==> src/rtl/siso_ctrl_pkg.sv <==
// Shared definitions for the SISO frame controllers (transmit side now, receive side later).
// Frame state names, start-bit level and the counter sizing helper live here.
package siso_ctrl_pkg;

    typedef enum logic [2:0] {
        S_IDLE,
        S_START,
        S_DATA,
        S_PARITY,
        S_GAP
    } siso_state_e;

    localparam logic SISO_START_BIT = 1'b1;

    // One counter serves both the data bits and the idle gap, so it must hold the larger limit.
    function automatic int siso_cnt_width(input int width, input int gap);
        int w;
        w = $clog2(width + 1);
        if ($clog2(gap + 1) > w) begin
            w = $clog2(gap + 1);
        end
        return (w < 1) ? 1 : w;
    endfunction

endpackage

==> src/rtl/siso_tx_shreg.sv <==
// WIDTH-bit holding/shift register for the transmit controller.
// Loads a parallel word and presents it MSB-first on q_msb, one bit per shift.
module siso_tx_shreg
    import siso_ctrl_pkg::*;
#(
    parameter int WIDTH = 8
) (
    input  logic             clk,
    input  logic             reset,
    input  logic             load,
    input  logic             shift,
    input  logic [WIDTH-1:0] d,
    output logic             q_msb
);

    logic [WIDTH-1:0] hold;

    // NOTE: clocked state uses non-blocking assignments so every flop samples pre-edge values.
    always_ff @(posedge clk) begin
        if (reset) begin
            hold <= '0;
        end else if (load) begin
            hold <= d;
        end else if (shift) begin
            hold <= {hold[WIDTH-2:0], 1'b0};
        end
    end

    assign q_msb = hold[WIDTH-1];

endmodule

==> src/rtl/siso_tx_ctrl.sv <==
// Frame sequencer feeding the SISO shift chain: start bit, WIDTH data bits MSB-first,
// optional even parity bit (build with SISO_TX_PARITY_EN defined), then GAP idle cycles.
module siso_tx_ctrl
    import siso_ctrl_pkg::*;
#(
    parameter int WIDTH = 8,
    parameter int GAP   = 2
) (
    input  logic             clk,
    input  logic             reset,
    input  logic [WIDTH-1:0] din,
    input  logic             din_valid,
    output logic             din_ready,
    output logic             s_out,
    output logic             shift_en,
    output logic             frame_active,
    output logic             frame_done
);

    localparam int               CNT_W     = siso_cnt_width(WIDTH, GAP);
    localparam logic [CNT_W-1:0] DATA_LAST = CNT_W'(WIDTH - 1);
    localparam logic [CNT_W-1:0] GAP_LAST  = CNT_W'((GAP > 0) ? GAP - 1 : 0);

    siso_state_e      state;
    siso_state_e      state_next;
    logic [CNT_W-1:0] cnt;
    logic [CNT_W-1:0] cnt_next;

    logic transfer;
    logic frame_end;
    logic load;
    logic shift;
    logic q_msb;
    logic s_out_next;
    logic shift_en_next;
    logic frame_done_next;

`ifdef SISO_TX_PARITY_EN
    logic par;
    logic par_next;
`endif

    siso_tx_shreg #(
        .WIDTH (WIDTH)
    ) u_shreg (
        .clk   (clk),
        .reset (reset),
        .load  (load),
        .shift (shift),
        .d     (din),
        .q_msb (q_msb)
    );

    assign transfer = din_valid & din_ready;

    // Next state, counter and the output values of the state being entered; outputs are
    // registered from these so each one lines up with the state it describes.
    // NOTE: every signal gets a default before the case so no path can infer a latch.
    always_comb begin
        state_next      = state;
        cnt_next        = cnt;
        frame_end       = 1'b0;
        load            = 1'b0;
        shift           = 1'b0;
        s_out_next      = 1'b0;
        shift_en_next   = 1'b0;
        frame_done_next = 1'b0;

        unique case (state)
            S_IDLE: begin
                if (transfer) begin
                    state_next = S_START;
                    load       = 1'b1;
                end
            end
            S_START: begin
                state_next = S_DATA;
                cnt_next   = '0;
            end
            S_DATA: begin
                if (cnt == DATA_LAST) begin
`ifdef SISO_TX_PARITY_EN
                    state_next = S_PARITY;
`else
                    frame_end  = 1'b1;
`endif
                end else begin
                    cnt_next = cnt + CNT_W'(1);
                end
            end
`ifdef SISO_TX_PARITY_EN
            S_PARITY: begin
                frame_end = 1'b1;
            end
`endif
            S_GAP: begin
                if (cnt == GAP_LAST) begin
                    state_next = S_IDLE;
                end else begin
                    cnt_next = cnt + CNT_W'(1);
                end
            end
            default: begin
                state_next = S_IDLE;
            end
        endcase

        // Last frame bit has just been sent: report it in the cycle that follows.
        if (frame_end) begin
            frame_done_next = 1'b1;
            cnt_next        = '0;
            state_next      = (GAP == 0) ? S_IDLE : S_GAP;
        end

        case (state_next)
            S_START: begin
                s_out_next    = SISO_START_BIT;
                shift_en_next = 1'b1;
            end
            S_DATA: begin
                s_out_next    = q_msb;
                shift_en_next = 1'b1;
                shift         = 1'b1;
            end
`ifdef SISO_TX_PARITY_EN
            S_PARITY: begin
                s_out_next    = par;
                shift_en_next = 1'b1;
            end
`endif
            default: begin
                s_out_next    = 1'b0;
                shift_en_next = 1'b0;
            end
        endcase

`ifdef SISO_TX_PARITY_EN
        // Parity accumulates each data bit as it leaves the shift register.
        par_next = par;
        if (load) begin
            par_next = 1'b0;
        end else if (shift) begin
            par_next = par ^ q_msb;
        end
`endif
    end

    always_ff @(posedge clk) begin
        if (reset) begin
            state        <= S_IDLE;
            cnt          <= '0;
            din_ready    <= 1'b1;
            s_out        <= 1'b0;
            shift_en     <= 1'b0;
            frame_active <= 1'b0;
            frame_done   <= 1'b0;
`ifdef SISO_TX_PARITY_EN
            par          <= 1'b0;
`endif
        end else begin
            state        <= state_next;
            cnt          <= cnt_next;
            din_ready    <= (state_next == S_IDLE);
            s_out        <= s_out_next;
            shift_en     <= shift_en_next;
            frame_active <= (state_next != S_IDLE);
            frame_done   <= frame_done_next;
`ifdef SISO_TX_PARITY_EN
            par          <= par_next;
`endif
        end
    end

endmodule
==> config.mk <==
export PLATFORM = sky130hd
export DESIGN_NAME = siso_tx_ctrl
export DESIGN_NICKNAME = d
export VERILOG_FILES = /design/src/rtl/siso_ctrl_pkg.sv /design/src/rtl/siso_tx_shreg.sv /design/src/rtl/siso_tx_ctrl.sv
export SDC_FILE = /design/constraint.sdc
export NUM_CORES = 1
export LEC_CHECK = 0
export ABC_AREA = 1
export CELL_PAD_IN_SITES_DETAIL_PLACEMENT = 1
export CELL_PAD_IN_SITES_GLOBAL_PLACEMENT = 1
export CORE_MARGIN = 1.5
export CORE_UTILIZATION = 37
export CTS_BUF_LIST = sky130_fd_sc_hd__clkbuf_16
export CTS_CLUSTER_SIZE = 28
export DETAILED_ROUTE_END_ITERATION = 16
export PLACE_DENSITY_LB_ADDON = 0.1
export SLEW_MARGIN = 20
export SYNTH_ARGS = -nofsm -noshare
export SYNTH_HDL_FRONTEND = slang
export SYNTH_HIERARCHICAL = 1
export SYNTH_SLANG_ARGS = --single-unit
==> constraint.sdc <==
create_clock -name clk -period 1.7 [get_ports clk]
set_input_delay 0.34 -clock clk [delete_from_list [all_inputs] [get_ports clk]]
set_output_delay 0.34 -clock clk [all_outputs]
set_load 0.1 [all_outputs]
After elaboration in Yosys (flattened, before gate mapping):

Cells that the tools add are included.

* register bits after elaboration: 20
* output and inout bits: 5

* $add $sub $neg: 1
* equal/unequal tests: 9
* muxes and demuxes: 17
* bitwise gates (word level): 1
* reduce and logical (&&, ||, !) cells: 8

Operator list (count)
* two-way mux 8 bit: 2
* case mux 3 bit (4 select lines): 1
* case mux 4 bit (3 select lines): 1
* two-way mux 3 bit: 3
* two-way mux 4 bit: 2
* two-way mux 1 bit: 7
* equality test 3 x 1 -> 1 bit, second input constant: 2
* equality test 3 x 2 -> 1 bit, second input constant: 2
* logical NOT 3 bit: 2
* nonzero test 3 bit: 2
* adder 4 x 1 -> 4 bit, second input constant: 1
* equality test 4 x 1 -> 1 bit, second input constant: 1
* equality test 4 x 3 -> 1 bit, second input constant: 1
* != test 2 bit, second input constant: 2
* OR reduction 2 bit: 2
* equality test 3 bit, second input constant: 1
* AND reduction 3 bit: 1
* case mux 1 bit (2 select lines): 1
* nonzero test 2 bit: 1
* AND 1 bit: 1

Logic depth before layout (Yosys ltp):

Gate-level depths: netlist of the first run.

* word-level depth: 8
* mapped depth: 11

By module:

The synthesis of the first run kept the hierarchy.

By module, submodules not included
* siso_tx_ctrl: times used 1, cells each 80, area each 619.3 um^2, sequential area each 240.2 um^2
* siso_tx_shreg: times used 1, cells each 60, area each 399.1 um^2, sequential area each 160.2 um^2

Least setup slack after synthesis of the first run:

No wires, ideal clock.

* kind: register -> register
* start point: reg din_ready
* end point: reg u_shreg.hold[1]
* data arrival time: 1.766 ns
* data required time: 1.591 ns
* path slack: -0.174 ns
* cell stages (with the launch flop): 9
* path buffers: 1
* period minus slack after synthesis: 1.874 ns
* cells stage by stage: dfxtp_1 -> nand4_1 -> inv_1 -> buf_6 -> inv_2 -> nand3_1 -> nand3_1 -> nand2_1 -> inv_1

* elaborated cells on any way between the ends: 10
* classes of those cells: eq/ne (1); mux (7); bitwise (1); reduce/logical (1)

RTL lines
* start, declared: line siso_tx_ctrl.sv:13 `output logic din_ready,`
* start signal, assigned: line siso_tx_ctrl.sv:163 `din_ready <= (state_next == S_IDLE);`
* AND 1 bit *: line siso_tx_ctrl.sv:54 `assign transfer = din_valid & din_ready;`
* two-way mux 1 bit *: line siso_tx_ctrl.sv:71 `if (transfer) begin`
* two-way mux 1 bit *: line siso_tx_ctrl.sv:69 `unique case (state)`
* via load: line siso_tx_ctrl.sv:31 `logic load;`
* two-way mux 8 bit / nonzero test 2 bit (equally long branches)
* end signal, assigned: line siso_tx_shreg.sv:25 `hold <= {hold[WIDTH-2:0], 1'b0};`
* end, declared: line siso_tx_shreg.sv:16 `logic [WIDTH-1:0] hold;`

The timed path passes the listed nets; every way through them passes the cells marked *.
A chain may end at the register's enable or synchronous reset.

Worst setup path after layout of the first run:

* start point: reg cnt[1]
* end point: reg u_shreg.hold[7]

* word-level cells in the longest chain between the ends: 7
* elaborated cells on any way between the ends: 10
* classes of those cells: eq/ne (3); mux (6); reduce/logical (1)

Ends and longest elaborated chain
* start, declared: line siso_tx_ctrl.sv:26 `logic [CNT_W-1:0] cnt;`
* start signal, assigned: line siso_tx_ctrl.sv:162 `cnt <= cnt_next;`
* equality test 4 x 1 -> 1 bit / equality test 4 x 3 -> 1 bit (equally long branches): line siso_tx_ctrl.sv:97, siso_tx_ctrl.sv:81
* two-way mux 3 bit / two-way mux 1 bit (equally long branches): line siso_tx_ctrl.sv:97, siso_tx_ctrl.sv:81
* case mux 3 bit (4 select lines) / two-way mux 1 bit (equally long branches): line siso_tx_ctrl.sv:69
* two-way mux 3 bit *: line siso_tx_ctrl.sv:109 `if (frame_end) begin`
* equality test 3 x 2 -> 1 bit *: line siso_tx_ctrl.sv:115 `case (state_next)`
* two-way mux 1 bit *: line siso_tx_ctrl.sv:115
* via shift: line siso_tx_ctrl.sv:32 `logic shift;`
* nonzero test 2 bit (no line) *

Marks and branches as above.

==> metrics.md, run 1 <==
| Metric | Value |
|---|---|
| Drt pass-1 iters | 4 |
| Clock sinks | 20 |
| Adder-cell area share of the yosys netlist | 2.46% |
| Req. time, crit path | 1.90 ns |
| Synth Area in Simple Gates | 41.0% |
| Most frequent cells in the layout | 44 x nand2_1, 19 x inv_1, 19 x dfxtp_1 |
| H-tree levels | 1 |
| Wire length per cell | 12.4 µm |
| Crit path kind | reg -> reg |
| Port bufs | 15 |
| Area leader, netlist | dfxtp_1 |
| Initial DRC Count | 7 |
| CTS Root Cell | clkbuf_16 |
| Io pins | 16 |
| Synth unique cells | 22 |
| Setup crit end kind | flop |
| Mux cell area share after synthesis | 0% |
| Syn_area_per_cell | 7.27 µm² |
| CP max FO | 10 |
| DR DRC count | 0 |
| CP startpoint kind | flop |
| Tmin final | 1.51 ns |
| Max-Slew Margin vs Limit | 77.2% |
| Syn_nets | 153 |
| CTS tree | done |
| Pin count of the biggest net entering global routing | 12 |
| Post-synthesis compound-gate area fraction | 5.53% |
| Xor/xnor cell area share of the yosys netlist | 0.860% |
| Drt total wl | 2380 µm |
| Fillers | 326 |
| Slowest stage delay, CP | 0.39 ns |
| Dpl hpwl | 1790 µm |
| Max Slew Vio Count | 0 |
| Inserted Clock Buffers | 3 |
| Core Footprint | 2540 µm² |
| Post-CTS Hold Fix Bufs | 0 |
| Worst-path clk slew | 0.06 ns |
| Period Utilization, post-route | 88.6% |
| VDD IR max | 0.862 mV |
| Metal2 WL | 1160 µm |
| WL met1 | 1100 µm |
| Clk_lat worst skew | 0.25 ns |
| Total GRT Usage | 17.1% |
| Leakage power | 0.623 nW |
| RSZ-0062 raised after global routing | false |
| Antenna violations before repair | 0 |
| Clk_skew | 0.00150 ns |
| WL met3 | 82 µm |
| First-pass GRT wire length | 4110 µm |
| Critical-path cell list | ha_1, nand3_2, nor2_4, nor2_4, nor2_8, nand2_1, nand3_1, nand2_1, inv_1 |
| Vias in the first global route | 918 |
| Die area | 3080 µm² |
| Post-synthesis sequential area ratio | 39.3% |
| Postcts setup bufs | 0 |
| Vias | 905 |
| Layout cells sized above 1 | 19.9% |
| Fin nets | 175 |
| Synth Cell Area | 1020 µm² |
| Seq. cell area | 402 µm² |
| Total grt overflow | 0 |
| Setup TNS | 0 ns |
| Top Layer Used | met4 |
| # rows | 18 |
| # resized after CTS | 0 |
| Final setup fails | 0 |
| Maximum clock path buffer count | 2 |
| Slew @ Worst Pin | 0.341 ns |
| Max_cap viols | 0 |
| Post-Synthesis Cells | 140 |
| Final core occ | 53.1% |
| YS warnings | 6 |
| Status | finished, final reports clean |
| Main combinational cell family by area after synthesis | simple AND/OR/NAND/NOR gates |
| Achievable frequency | 664 MHz |
| Post-route antenna net violation count | 0 |
| Cell Pwr Density | 1040 nW/µm² |
| Vias/cell | 4.74 |
| Hold/Removal Path Class | reg -> reg |
| Layout area overhead | 32.8% |
| Final hold vios | 0 |
| Critical Path AT | 1.71 ns |
| Crit-path slowest cell | dfxtp_1 |
| Routability cong. | 0.814 |
| DIE HEIGHT | 55.5 µm |
| Top area cells in the synthesized netlist | dfxtp_1 39%, nand2_1 16%, nand3_1 7.9% |
| Flops & latches, synth | 20 |
| Multi-input logic area | 513 µm² |
| Starting Density | 40.0% |
| Die width | 55.5 µm |
| Antenna cells | 0 |
| Most common cell after layout, fill and taps aside | nand2_1 |
| Top cell type's share of synthesized area | 39.3% |
[state kept, by name (all words and copies together), names as in the netlist]
register and flops:
cnt 4, din_ready 1, frame_active 1, frame_done 1, s_out 1, shift_en 1
state 3, u_shreg/hold 8
[synth_stat cells (all sizes together)]
cell,n
nand2,48
inv,23
dfxtp,20
nand3,20
nor2,13
a21oi,8
buf,2
ha,2
nand4,2
o21ai,1
xnor2,1
[critical path: cells and delay by family, from the launching register on]
kind | cells | cell delay, ns
simple gates | 7 | 0.80
buf+inv | 1 | 0.05
fa+ha+maj | 1 | 0.23
flops | 1 | 0.39
[routing by layer]
metal | GRT usage [%] | up-vias
li1 | - | 471
met1 | 19.7 | 414
met2 | 30.1 | 15
met3 | 4.92 | 5
met4 | 5.92 | 0
met5 | 0 | -
[cells by family (layout without fill, tap and decap cells)]
family / after synthesis / count (layout)
buf+inv: 25 / 46
fa+ha+maj: 2 / 2
xor+xnor: 1 / 1
simple gates: 83 / 83
compound gates: 9 / 9
flops: 20 / 20
[per-stage QoR]
step / hold slack, ns / instances / cell area [µm²] / total power [W] / setup WS (ns)
after floorplan: 0.409 / 140 / 1020 / 0.000794 / 0.180
after global placement: 0.451 / 187 / 1270 / 0.000911 / 0.0663
after detailed placement: 0.457 / 187 / 1270 / 0.000922 / 0.0484
after CTS: 0.470 / 191 / 1350 / 0.00143 / 0.0350
after global routing: 0.487 / 191 / 1350 / 0.00148 / 0.0606
final: 0.466 / 191 / 1350 / 0.00140 / 0.194
[area by class of cell]
| class | instances | area share, % |
|---|---|---|
| sequential | 20 | 29.7 |
| multi-input combinational | 95 | 37.9 |
| tap | 30 | 2.78 |
| inverter | 23 | 6.75 |
| clock inverter | 1 | 0.278 |
| timing repair buffer | 19 | 17.0 |
| clock buffer | 3 | 5.55 |
[path summary, 6_finish.rpt]
check | cells past startpoint | slack [ns] | end | from
worst max register to register | 9 | 0.19 | u_shreg/hold[7] | cnt[1]
worst min-delay path | 2 | 0.47 | s_out | u_shreg/hold[7]
worst min register to register | 2 | 0.47 | s_out | u_shreg/hold[7]
worst max-delay path | 9 | 0.19 | u_shreg/hold[7] | cnt[1]
[where the power goes]
part / switching (W) / leakage (nW) / internal (W)
Sequential: 0.0000303 / 0.164 / 0.000510
Combinational: 0.000235 / 0.421 / 0.000137
Clock: 0.000176 / 0.0385 / 0.000313
(Power assumes the default switching activity.)
==> run 2: changes to the inputs <==
--- a/config.mk
+++ b/config.mk
@@ -9,10 +9,11 @@
 export CELL_PAD_IN_SITES_DETAIL_PLACEMENT = 1
 export CELL_PAD_IN_SITES_GLOBAL_PLACEMENT = 1
 export CORE_MARGIN = 1.5
-export CORE_UTILIZATION = 37
+export CORE_UTILIZATION = 43
 export CTS_BUF_LIST = sky130_fd_sc_hd__clkbuf_16
 export CTS_CLUSTER_SIZE = 28
 export DETAILED_ROUTE_END_ITERATION = 16
+export DONT_BUFFER_PORTS = 1
 export PLACE_DENSITY_LB_ADDON = 0.1
 export SLEW_MARGIN = 20
 export SYNTH_ARGS = -nofsm -noshare
==> metrics.md, run 2 (synthesis gave the netlist of run 1 again) <==
| Metric | Value |
|---|---|
| Status | finished, final reports clean |
| P_sw | 0.000423 W (-4.2%) |
| Most frequent cells in the layout | 44 x nand2_1, 19 x dfxtp_1, 18 x inv_1 |
| Die width | 51.7 µm (-6.9%) |
| Setup crit end kind | flop |
| Core Footprint | 2230 µm² (-12%) |
| CTS tree | done |
| Crit-path slowest cell | dfxtp_1 |
| Setup TNS | 0 ns (unchanged) |
| Cell Pwr Density | 1130 nW/µm² (+9.2%) |
| CP startpoint kind | flop |
| Port bufs | 0 (-15) |
| RR Startpoint | state[1] |
| Min-Delay Path Depth | 1 (-1) |
| R2R Setup Slk | 0.17 ns (-0.02 ns) |
| Max Slew Vio Count | 0 (unchanged) |
| Antenna cells | 0 (unchanged) |
| Layout area overhead | 15.5% |
| Die area | 2670 µm² (-13%) |
| First-pass GRT wire length | 3930 µm (-4.4%) |
| Drt total wl | 2260 µm (-4.7%) |
| # rows | 17 (-1) |
| Clk_lat worst skew | 0.25 ns (about the same) |
| Clock sinks | 20 (unchanged) |
| Clock power frac | 36.5% (+1.6 points) |
| FF-to-FF path depth | 8 (-1) |
| Biggest regs | u_shreg/hold: 8 flops, cnt: 4 flops, state: 3 flops |
| Antenna violations before repair | 0 (unchanged) |
| Vias | 881 (-2.7%) |
| Critical-path cell list | nor2_2, nand4_1, clkinvlp_4, inv_2, nand3_1, nand3_1, nand2_1, inv_1 |
| Tmin final | 1.53 ns (+0.0233 ns) |
| Wire length per cell | 12.8 µm (+2.9%) |
| Req. time, crit path | 1.90 ns (about the same) |
| Io pins | 16 (unchanged) |
| Postcts setup bufs | 0 (unchanged) |
| Clk_skew | 0.000851 ns (-0.000650 ns) |
| Min-delay src | reset |
| CP max FO | 10 (unchanged) |
| Most common cell after layout, fill and taps aside | nand2_1 |
| Slew @ Worst Pin | 0.309 ns (-0.0315 ns) |
| Period Utilization, post-route | 90.0% (+1.4 points) |
| DR DRC count | 0 (unchanged) |
| Total GRT Usage | 20.3% (+3.1 points) |
| Layout cells sized above 1 | 20.8% (+0.93 points) |
| Reg2reg end | u_shreg/hold[5] |
| Number of flip-flops under the largest register name | 8 (unchanged) |
| Starting Density | 45.6% (+5.6 points) |
| Inserted Clock Buffers | 3 (unchanged) |
| Vias/cell | 4.98 (+5.0%) |
| Pin count of the biggest net entering global routing | 12 (unchanged) |
| Largest register by flop count | u_shreg/hold |
| Fin nets | 163 (-6.9%) |
| Vias in the first global route | 899 (-2.1%) |
| Hold slack | 0.152 ns (-0.314 ns) |
| Hold/Removal Path Class | in -> reg |
| Max-Slew Margin vs Limit | 79.3% (+2.1 points) |
| Maximum clock path buffer count | 2 (unchanged) |
| Sw frac | 31.8% (+0.26 points) |
| VDD IR max | 0.696 mV (-19%) |
| DIE HEIGHT | 51.7 µm (-6.9%) |
| Final hold vios | 0 (unchanged) |
| Sequential Power Share | 40.2% (+1.7 points) |
| Hold worst-path end | s_out |
| Pwr Total | 0.00133 W (-5.0%) |
| RSZ-0062 raised after global routing | false |
| Drt pass-1 iters | 4 (unchanged) |
| Internal cell power | 0.000909 W (-5.4%) |
| Worst-path clk slew | 0.06 ns (about the same) |
| Critical Path AT | 1.73 ns (+0.02 ns) |
| Crit path kind | reg -> reg |
| Initial DRC Count | 3 (-4) |
| Slowest stage delay, CP | 0.44 ns (+0.05 ns) |
| Post-route antenna net violation count | 0 (unchanged) |
| Achievable frequency | 654 MHz (-1.5%) |
| Routability cong. | 0.749 (-8.0%) |
| Max_cap viols | 0 (unchanged) |
| H-tree levels | 1 (unchanged) |
| Final setup fails | 0 (unchanged) |
| Dpl hpwl | 1670 µm (-6.4%) |
| Total grt overflow | 0 (unchanged) |
| Leakage power | 0.548 nW (-12%) |
| Gate power share | 23.3% (-3.3 points) |
| CTS Root Cell | clkbuf_16 |
| Cell with the most instances on the worst path | nand3_1 |
-- run 2: critical path: cells and delay by family, from the launching register on --
| kind | cells | cell delay [ns] |
|---|---|---|
| buf+inv | 3 | 0.55 |
| simple gates | 5 | 0.49 |
| flops | 1 | 0.44 |
-- run 2: routing by layer --
| layer | up-vias | track usage [%] | wire (µm) |
|---|---|---|---|
| li1 | 456 | - | - |
| met1 | 412 | 22.4 | 1010 |
| met2 | 11 | 37.0 | 1170 |
| met3 | 2 | 5.17 | 70 |
| met4 | 0 | 7.46 | 16 |
| met5 | - | 0 | 0 |
-- run 2: worst max path at each step --
| stage | from | endpoint | depth (start not counted) |
|---|---|---|---|
| final | state[1] | u_shreg/hold[5] | 8 |
| after global routing | cnt[0] | u_shreg/hold[3] | 9 |
| after CTS | cnt[0] | u_shreg/hold[5] | 8 |
| after detailed placement | cnt[0] | u_shreg/hold[1] | 9 |
| after global placement | cnt[0] | u_shreg/hold[5] | 9 |
| after floorplan | din_ready | u_shreg/hold[1] | 8 |
-- run 2: final cells by class --
cell class,count,area [µm²]
repair buffers,7,52.6
clock buffers,3,75.1
inverters,23,95.1
fillers,298,1060
multi-input cells,95,513
flip-flops and latches,20,402
clock inverters,1,3.75
well taps,28,35.0
-- run 2: timing repair --
item / CTS / global route
hold buffers: 0 / 0
gates resized for setup: 0 / 2
endpoints found under the setup margin: 0 / 7
-- run 2: power by group through the flow --
stage                     logic [W]  clock network [W]  registers (W)
after global placement     0.000301                  0       0.000543
final                      0.000311           0.000486       0.000535
after CTS                  0.000309           0.000502       0.000535
after floorplan            0.000170                  0       0.000624
after detailed placement   0.000307                  0       0.000544
after global routing       0.000344           0.000517       0.000538
-- run 2: metrics by stage --
step / util, % / setup WS [ns] / std cells / instance area, µm²
3_5_place_dp: 48.7 / 0.0791 / 173 / 1090
2_1_floorplan: - / 0.180 / 140 / 1020
6_report: 52.7 / 0.170 / 177 / 1180
5_1_grt: 52.7 / 0.0407 / 177 / 1180
4_1_cts: 52.3 / 0.0516 / 177 / 1170
3_3_place_gp: 48.7 / 0.132 / 173 / 1090
==> run 3: changes to the inputs <==
--- a/config.mk
+++ b/config.mk
@@ -5,11 +5,10 @@
 export SDC_FILE = /design/constraint.sdc
 export NUM_CORES = 1
 export LEC_CHECK = 0
-export ABC_AREA = 1
 export CELL_PAD_IN_SITES_DETAIL_PLACEMENT = 1
 export CELL_PAD_IN_SITES_GLOBAL_PLACEMENT = 1
 export CORE_MARGIN = 1.5
-export CORE_UTILIZATION = 43
+export CORE_UTILIZATION = 45
 export CTS_BUF_LIST = sky130_fd_sc_hd__clkbuf_16
 export CTS_CLUSTER_SIZE = 28
 export DETAILED_ROUTE_END_ITERATION = 16
==> metrics.md, run 3 <==
| Metric | Value |
|---|---|
| Layout cells sized above 1 | 32.4% (+12 points) |
| Leakage power | 0.445 nW (-19%) |
| Top cell type's share of synthesized area | 42.9% (+3.6 points) |
| Status | finished, final reports clean |
| Antenna violations before repair | 0 (unchanged) |
| Period Utilization, post-route | 98.7% (+8.7 points) |
| Tmin final | 1.68 ns (+0.148 ns) |
| Placed cell areas | 992 µm² (-8.9%) |
| Initial DRC Count | 1 (-2) |
| Syn_area_per_cell | 9.83 µm² (+35%) |
| Asr flop ratio synth | 0% (unchanged) |
| CP max FO | 6 (-4) |
| CP startpoint | cnt[1] |
| Max_cap viols | 0 (unchanged) |
| P_sw | 0.000412 W (-2.6%) |
| First-pass GRT wire length | 3410 µm (-13%) |
| Final hold vios | 0 (unchanged) |
| Io pins | 16 (unchanged) |
| Multi-input logic area | 508 µm² (-0.98%) |
| DIE HEIGHT | 48.5 µm (-6.0%) |
| Hold slack | 0.144 ns (-0.00771 ns) |
| Design area | 1190 µm² (+1.5%) |
| Largest register by flop count | u_shreg/hold |
| Area leader, netlist | dfxtp_1 |
| Number of flops mapped to enable cells by yosys | 0 (unchanged) |
| Critical Path AT | 1.85 ns (+0.12 ns) |
| Hold/Removal Path Class | in -> reg |
| Crit path kind | reg -> reg |
| Dpl ws | -0.0524 ns (-0.132 ns) |
| Vias in the first global route | 747 (-17%) |
| Maximum clock path buffer count | 2 (unchanged) |
| Routability cong. | 0.740 (-1.1%) |
| # rows | 16 (-1) |
| Port bufs | 0 (unchanged) |
| Worst setup path endpoint | cnt[3] |
| Die width | 48.5 µm (-6.0%) |
| Cell Pwr Density | 1280 nW/µm² (+13%) |
| Layout area overhead | 27.9% |
| Drt total wl | 2080 µm (-8.3%) |
| Final setup fails | 0 (unchanged) |
| Achievable frequency | 596 MHz (-8.8%) |
| Clk_lat worst skew | 0.25 ns (about the same) |
| Sequential Power Share | 35.5% (-4.7 points) |
| Slew @ Worst Pin | 0.353 ns (+0.0433 ns) |
| Number of flip-flops under the largest register name | 8 (unchanged) |
| Internal cell power | 0.00111 W (+23%) |
| Post-synthesis sequential area ratio | 42.9% (+3.6 points) |
| Post-route antenna net violation count | 0 (unchanged) |
| Biggest regs | u_shreg/hold: 8 flops, cnt: 4 flops, state: 3 flops |
| FF-to-FF path depth | 6 (-2) |
| Top area cells in the synthesized netlist | dfxtp_1 43%, mux2i_1 12%, a211oi_1 5.6% |
| Clock power frac | 42.3% (+5.8 points) |
| Inserted Clock Buffers | 3 (unchanged) |
| Drt pass-1 iters | 3 (-1) |
| DR DRC count | 0 (unchanged) |
| Die area | 2360 µm² (-12%) |
| Dpl hpwl | 1360 µm (-19%) |
| Setup crit end kind | flop |
| Post-CTS Hold Fix Bufs | 0 (unchanged) |
| Worst-path clk slew | 0.06 ns (about the same) |
| Fillers | 236 (-21%) |
| Count leader, synth | dfxtp_1 |
| Pin count of the biggest net entering global routing | 18 (+6) |
| Total grt overflow | 0 (unchanged) |
| Synth Cell Area | 933 µm² (-8.4%) |
| H-tree levels | 1 (unchanged) |
| Max Slew Vio Count | 0 (unchanged) |
| Synth unique cells | 29 (+32%) |
| Commonest cells post-synth | 20 x dfxtp_1, 11 x mux2i_1, 7 x a211oi_1, 7 x nor2b_1 |
| CP startpoint kind | flop |
| RR Startpoint | cnt[1] |
| Most common cell after layout, fill and taps aside | dfxtp_1 |
| Post-synth top flop | dfxtp_1 |
| Clk_skew | 0.00171 ns (+0.000863 ns) |
| Total GRT Usage | 18.6% (-1.7 points) |
| Starting Density | 47.6% (+2.0 points) |
| Gate power share | 22.2% (-1.1 points) |
| Vias | 701 (-20%) |
| Post-Synthesis Cells | 95 (-32%) |
| Reg2reg end | cnt[3] |
| Vias/cell | 5.19 (+4.3%) |
| Syn_nets | 108 (-29%) |
| Max-Slew Margin vs Limit | 76.4% (-3.0 points) |
| Wire length per cell | 15.4 µm (+20%) |
| Antenna cells | 0 (unchanged) |
| R2R Setup Slk | 0.02 ns (-0.15 ns) |
| Seq. cell area | 408 µm² (+1.6%) |
| Core Footprint | 1960 µm² (-12%) |
| Flops & latches, synth | 20 (unchanged) |
| Worst setup margin | 0.0220 ns (-0.148 ns) |
| CTS Root Cell | clkbuf_16 |
| Min-delay src | reset |
| YS warnings | 6 (unchanged) |
| VDD IR max | 0.903 mV (+30%) |
| Sw frac | 27.0% (-4.7 points) |
| Req. time, crit path | 1.88 ns (-0.02 ns) |
| Fin nets | 122 (-25%) |
| Most frequent cells in the layout | 16 x dfxtp_1, 13 x buf_4, 10 x mux2i_1 |
| Clock sinks | 20 (unchanged) |
| CTS tree | done |
run 3: changes by cell type in the layout (fill, tap and decap cells not counted), moves of 4 or more:
cell	before	now
buf_4	7	13
nor3_1	0	5
nand2_1	44	5
inv_1	18	2
mux2i_1	0	10
nor2b_1	0	7
nor2_1	9	5
a211oi_1	0	5
nand3_1	16	1
run 3: stage by stage:
stage / power, W / utilization (%) / setup TNS, ns / instances
after floorplan: 0.000787 / - / 0 / 95
after detailed placement: 0.000833 / 50.6 / -0.210 / 126
after global routing: 0.00158 / 60.8 / -0.0132 / 135
final: 0.00153 / 60.8 / 0 / 135
after CTS: 0.00149 / 57.0 / 0 / 132
after global placement: 0.000826 / 50.6 / 0 / 126
run 3: power groups by stage:
stage	sequential, W	clock (W)	combinational, W
floorplan	0.000630	0	0.000158
global placement	0.000547	0	0.000279
detailed placement	0.000549	0	0.000284
CTS	0.000539	0.000651	0.000301
global route	0.000547	0.000677	0.000359
finish	0.000542	0.000645	0.000338
run 3: worst min path at each step:
| stage | end | slack (ns) | cells after the start |
|---|---|---|---|
| finish | u_shreg/hold[4] | 0.14 | 1 |
| global placement | u_shreg/hold[0] | 0.41 | 1 |
| detailed placement | u_shreg/hold[0] | 0.42 | 1 |
| CTS | u_shreg/hold[6] | 0.15 | 1 |
| global route | u_shreg/hold[7] | 0.14 | 1 |
| floorplan | s_out | 0.45 | 2 |
run 3: timing repair:
| item | 4_1_cts | 5_1_grt |
|---|---|---|
| pin swaps | 0 | 4 |
| gates resized for setup | 2 | 13 |
| setup endpoints to repair | 8 | 8 |
| buffers inserted | 2 | 3 |
run 3: logic make-up (layout without fill, tap and decap cells):
group                      Yosys count  count (layout)  synth area share, %
and+or+nand+nor                     34              34                 21.0
DFF                                 20              20                 42.9
AOI/OAI and AO/OA                   16              16                 13.0
muxes                               11              11                 11.8
buffers and inverters               10              23                 6.70
adders and majority gates            2               2                 2.68
xor gates and xnor gates             2               2                 1.88
run 3: worst max-delay path, cell delays in order (launching register included):
cell,delay (ns)
dfxtp_2,0.34
inv_1,0.06
ha_1,0.12
or3b_2,0.49
o2bb2ai_2,0.21
nand4_1,0.16
mux2i_1,0.22
run 3: final cells by class:
| cell class | count | share of cell area [%] |
|---|---|---|
| well taps | 27 | 2.83 |
| flip-flops and latches | 20 | 34.2 |
| multi-input cells | 65 | 42.6 |
| repair buffers | 14 | 9.12 |
| clock buffers | 3 | 6.29 |
| inverters | 5 | 2.52 |
| clock inverters | 1 | 2.52 |
run 3: per-layer routing:
metal	track usage, %	share of wire [%]	vias up
li1	-	-	354
met1	22.5	47	334
met2	32.2	49	11
met3	5.25	3.5	2
met4	5.24	0.63	0
met5	0	0	-
